--- src/rtl/nand_reduce_pipe.sv ---
// Pipelined wide NAND/AND/NOR/OR reducer: a binary tree of 2-input gates with
// one register level per tree level, valid/ready on both sides and a result counter.
module nand_reduce_pipe #(
  parameter int N_IN  = 8,
  parameter int CNT_W = 8
) (
  input  logic             clk,
  input  logic             rst_n,
  input  logic             in_valid,
  output logic             in_ready,
  input  logic [N_IN-1:0]  i,
  input  logic [1:0]       mode,
  output logic             out_valid,
  input  logic             out_ready,
  output logic             y,
  output logic [1:0]       out_mode,
  output logic [CNT_W-1:0] result_count
);

  localparam int LEVELS = $clog2(N_IN);
  // All tree levels packed back to back: level 1 in the low bits, the final
  // single-bit result in the top bit. Widths N_IN/2 + N_IN/4 + ... + 1 = N_IN-1.
  localparam int TREE_W = N_IN - 1;

  if (N_IN < 2 || N_IN > 64 || (N_IN & (N_IN - 1)) != 0) begin : g_cfgCheck
    $error("nand_reduce_pipe: N_IN=%0d must be a power of two from 2 to 64", N_IN);
  end

  logic [TREE_W-1:0]      tree_q;
  logic [TREE_W-1:0]      tree_d;
  logic [LEVELS-1:0][1:0] mode_q;
  logic [LEVELS-1:0]      valid_q;
  logic [CNT_W-1:0]       count_q;
  logic [CNT_W-1:0]       count_d;

  logic                   stall;
  logic                   inFire;
  logic                   outFire;

  // Source of every level: the input port for level 1, the previous register
  // level otherwise. Index l of each chain feeds register level l (0-based).
  logic [2*N_IN-3:0]      dataChain;
  logic [LEVELS-1:0][1:0] modeChain;
  logic [LEVELS-1:0]      validChain;

  assign out_valid    = valid_q[LEVELS-1];
  assign y            = tree_q[TREE_W-1];
  assign out_mode     = mode_q[LEVELS-1];
  assign result_count = count_q;

  assign stall    = out_valid && !out_ready;
  assign in_ready = rst_n && !stall;
  assign inFire   = in_valid && in_ready;
  assign outFire  = out_valid && out_ready;

  if (LEVELS == 1) begin : g_chain
    assign dataChain  = i;
    assign modeChain  = mode;
    assign validChain = inFire;
  end else begin : g_chain
    assign dataChain  = {tree_q[TREE_W-2:0], i};
    assign modeChain  = {mode_q[LEVELS-2:0], mode};
    assign validChain = {valid_q[LEVELS-2:0], inFire};
  end

  // Pairwise reduction for every level using the mode that travels with the
  // data into that level; the NAND/NOR inversion happens only at the last level.
  always_comb begin
    tree_d = '0;
    for (int l = 0; l < LEVELS; l++) begin
      for (int p = 0; p < (N_IN >> (l + 1)); p++) begin
        if (modeChain[l][1]) begin
          tree_d[N_IN - 2*(N_IN >> (l + 1)) + p] =
            dataChain[2*N_IN - 2*(N_IN >> l) + 2*p] |
            dataChain[2*N_IN - 2*(N_IN >> l) + 2*p + 1];
        end else begin
          tree_d[N_IN - 2*(N_IN >> (l + 1)) + p] =
            dataChain[2*N_IN - 2*(N_IN >> l) + 2*p] &
            dataChain[2*N_IN - 2*(N_IN >> l) + 2*p + 1];
        end
      end
    end
    tree_d[TREE_W-1] = tree_d[TREE_W-1] ^ ~modeChain[LEVELS-1][0];
  end

  always_comb begin
    count_d = count_q;
    if (outFire) begin
      count_d = count_q + CNT_W'(1);
    end
  end

  // A stall freezes every level at once, so bubbles are never squeezed out.
  always_ff @(posedge clk) begin
    if (!rst_n) begin
      tree_q  <= '0;
      mode_q  <= '0;
      valid_q <= '0;
      count_q <= '0;
    end else begin
      if (!stall) begin
        tree_q  <= tree_d;
        mode_q  <= modeChain;
        valid_q <= validChain;
      end
      count_q <= count_d;
    end
  end

endmodule

--- config.mk ---
export PLATFORM = sky130hd
export DESIGN_NAME = nand_reduce_pipe
export DESIGN_NICKNAME = d
export VERILOG_FILES = /design/src/rtl/nand_reduce_pipe.sv
export SDC_FILE = /design/constraint.sdc
export NUM_CORES = 1
export LEC_CHECK = 0
export ABC_AREA = 1
export CAP_MARGIN = 20
export CORE_MARGIN = 2
export CORE_UTILIZATION = 28
export DETAILED_ROUTE_END_ITERATION = 6
export PLACE_DENSITY_LB_ADDON = 0.2
export SYNTH_ARGS = -nofsm -noshare
export SYNTH_HDL_FRONTEND = slang
export SYNTH_SLANG_ARGS = --single-unit
--- constraint.sdc ---
create_clock -name clk -period 2.7 [get_ports clk]
set_clock_uncertainty 0.05 [all_clocks]
set_input_delay 0.54 -clock clk [delete_from_list [all_inputs] [get_ports clk]]
set_output_delay 0.54 -clock clk [all_outputs]
set_load 0.05 [all_outputs]
==> results.md <==
- MaxCap Viol Count: 0
- Setup TNS: 0 ns
- Worst slew pin tran: 0.4962 ns
- P_int: 0.0005170 W
- GRT overflow: 0
- Per-cell routed wire length: 9.606 µm
- Routed WL: 2075 µm
- Vias in the first global route: 898
- R2r startpoint: valid_q[2]
- Syn nets: 157
- Crit path max fanout: 8
- Inserted Clock Buffers: 3
- Comb pwr share: 14.9%
- LEAKAGE: 0.5202 nW
- Synth Area per Inst: 7.296 µm²
- # diodes: 0
- Clk_lat worst skew: 0.26 ns
- Final Setup Violations: 0
- Crit path time final: 2.190 ns
- CTS max path bufs: 2
- CP arrival: 1.60 ns
- Synth Flop Type: dfxtp_1
- GP Congestion: 0.7152
- Sequential area share after synthesis: 46.38%
- Most frequent cell after synthesis: dfxtp_1
- Post-Syn Instances: 142
- Die area: 4202 µm²
- Synth warn: 0
- Starting Density: 28.73%
- Final Hold Viols: 0
- Drt drc: 0
- H-tree depth: 1
- Cts hold-fix bufs: 0
- Hold path startpoint: valid_q[0]
- Startpoint Class: input pin
- Reg power frac: 55.3%
- Top cell type's share of synthesized area: 46.38%
- Layout cells sized above 1: 7.143%
- Unrepaired setup endpoints after global routing: no
- Vias per cell: 4.505
- Asr flop ratio synth: 0%
- Synth cell types: 19
- Largest net degree at the start of global routing: 25
- Via count: 973
- Initial DRC count: 35
- Area Overhead vs Synth: 34.30%
- Post-CTS Setup Bufs: 0
- Status: finished clean
- Clock-pin transition on the worst setup and hold timing paths: 0.08 ns
- Cell Pwr Density: 496.4 nW/µm²
- Nets: 185
- Sw Share: 25.15%
- Global-route usage over all layers: 10.87%
- Post-cts resize count: 0
- Synth top area cells: dfxtp_1 46%, o21ai_0 11%, nor2_1 8.3%
- Setup crit start: out_ready
- Std-Cell Rows: 22
- Peak VDD IR: 0.1930 mV
- Yosys top cell by area: dfxtp_1
- # fillers: 394
- Core Area: 3606 µm²
- Period utilisation layout: 81.10%
- Synth Register Bits: 24
- Io pins: 27
- Global-route wire length before repair: 3567 µm
- EDFF count, synth: 0
- Final ANT Viol Nets: 0
- Die H: 64.83 µm
- Fmax: 456.7 MHz
- Fin area: 1391 µm²
- Initial antenna violation count: 0
- Root Buffer: clkbuf_8
- Psw: 0.0001737 W
- Final Max Slew Viols: 0
- Worst hold-check path type: reg2reg
- Util after Layout: 38.58%
- Critical Path RT: 2.11 ns
- DP Area: 1350 µm²
- Sink Count: 24
- DRT Pass-1 Iters: 4
- Post-Syn Area: 1036 µm²
- Headroom to the max-slew limit: 66.81%
- Port-buffer cells: 26
- Post-DP HPWL: 1560 µm
- CTS tree: done
- Clock share of power: 29.8%
- Die width: 64.83 µm
- WS Path Type: in2out
- Worst setup EP type: primary output
- Commonest cells in the netlist: 24 x dfxtp_1, 23 x nor2_1, 23 x o21ai_0
==> through the flow <==
stage                      power, W  std cells  worst slack, ns  hold WS, ns
after floorplan           0.0004486        142           0.5749       0.3797
after global placement    0.0004922        213           0.5105       0.3859
after detailed placement  0.0004938        213           0.5112       0.4034
after CTS                 0.0006995        216           0.4870       0.4154
after global routing      0.0007268        216           0.4373       0.4506
final                     0.0006906        216           0.5103       0.4104
==> routing by layer <==
metal | GRT usage, % | up-vias | wire length, µm
li1 | - | 523 | -
met1 | 11.91 | 416 | 979
met2 | 19.33 | 29 | 911
met3 | 2.604 | 5 | 141
met4 | 5.585 | 0 | 42
met5 | 0 | - | 0
==> power groups by stage <==
stage               clock (W)  sequential, W  combinational [W]
finish               0.000206       0.000382           0.000103
global route         0.000228       0.000385           0.000113
global placement            0       0.000390           0.000102
floorplan                   0       0.000405          0.0000432
CTS                  0.000213       0.000382           0.000104
detailed placement          0       0.000391           0.000103
==> flip-flops by register name (all words and copies together), names as in the netlist <==
signal        flops
valid_q           3
out_mode          2
modeChain         4
tree_q            7
result_count      8
==> cells by family after synthesis <==
group,Yosys count,synth area share (%)
flops,24,46.38
compound gates,38,19.08
fa+ha+maj,1,1.208
buf+inv,19,7.729
simple gates,60,25.60
==> placed cells by master (no fill, tap or decap), drive strengths merged <==
cell type / n
buf: 2
clkbuf: 3
ha: 1
clkdlybuf4s50: 25
a21oi: 9
or2: 1
nand3: 12
nand4: 1
nand2: 21
o21ai: 23
dfxtp: 24
nor2: 25
a31oi: 6
inv: 15
==> area by class of cell <==
type                            instances  area (µm²)  share of cell area [%]
Clock buffer                            3       41.29                   2.968
Inverter                               15       56.30                   4.047
Multi-Input combinational cell         99       475.5                   34.17
Sequential cell                        24       480.5                   34.53
Tap cell                               48       60.06                   4.317
Timing Repair Buffer                   27       277.8                   19.96
==> path summary, 6_finish.rpt <==
kind	slack [ns]	cells after the start	endpoint
worst max-delay path	0.51	4	in_ready
worst min-delay path	0.41	2	valid_q[0]
worst min register to register	0.41	2	valid_q[0]
worst max register to register	1.51	3	tree_q[3]
==> worst max-delay path, cell delays in order <==
cell	delay [ns]
clkdlybuf4s50_1	0.60
nor2_4	0.10
nor2_1	0.19
buf_12	0.17
No activity file was read; power rests on OpenSTA's default activity.
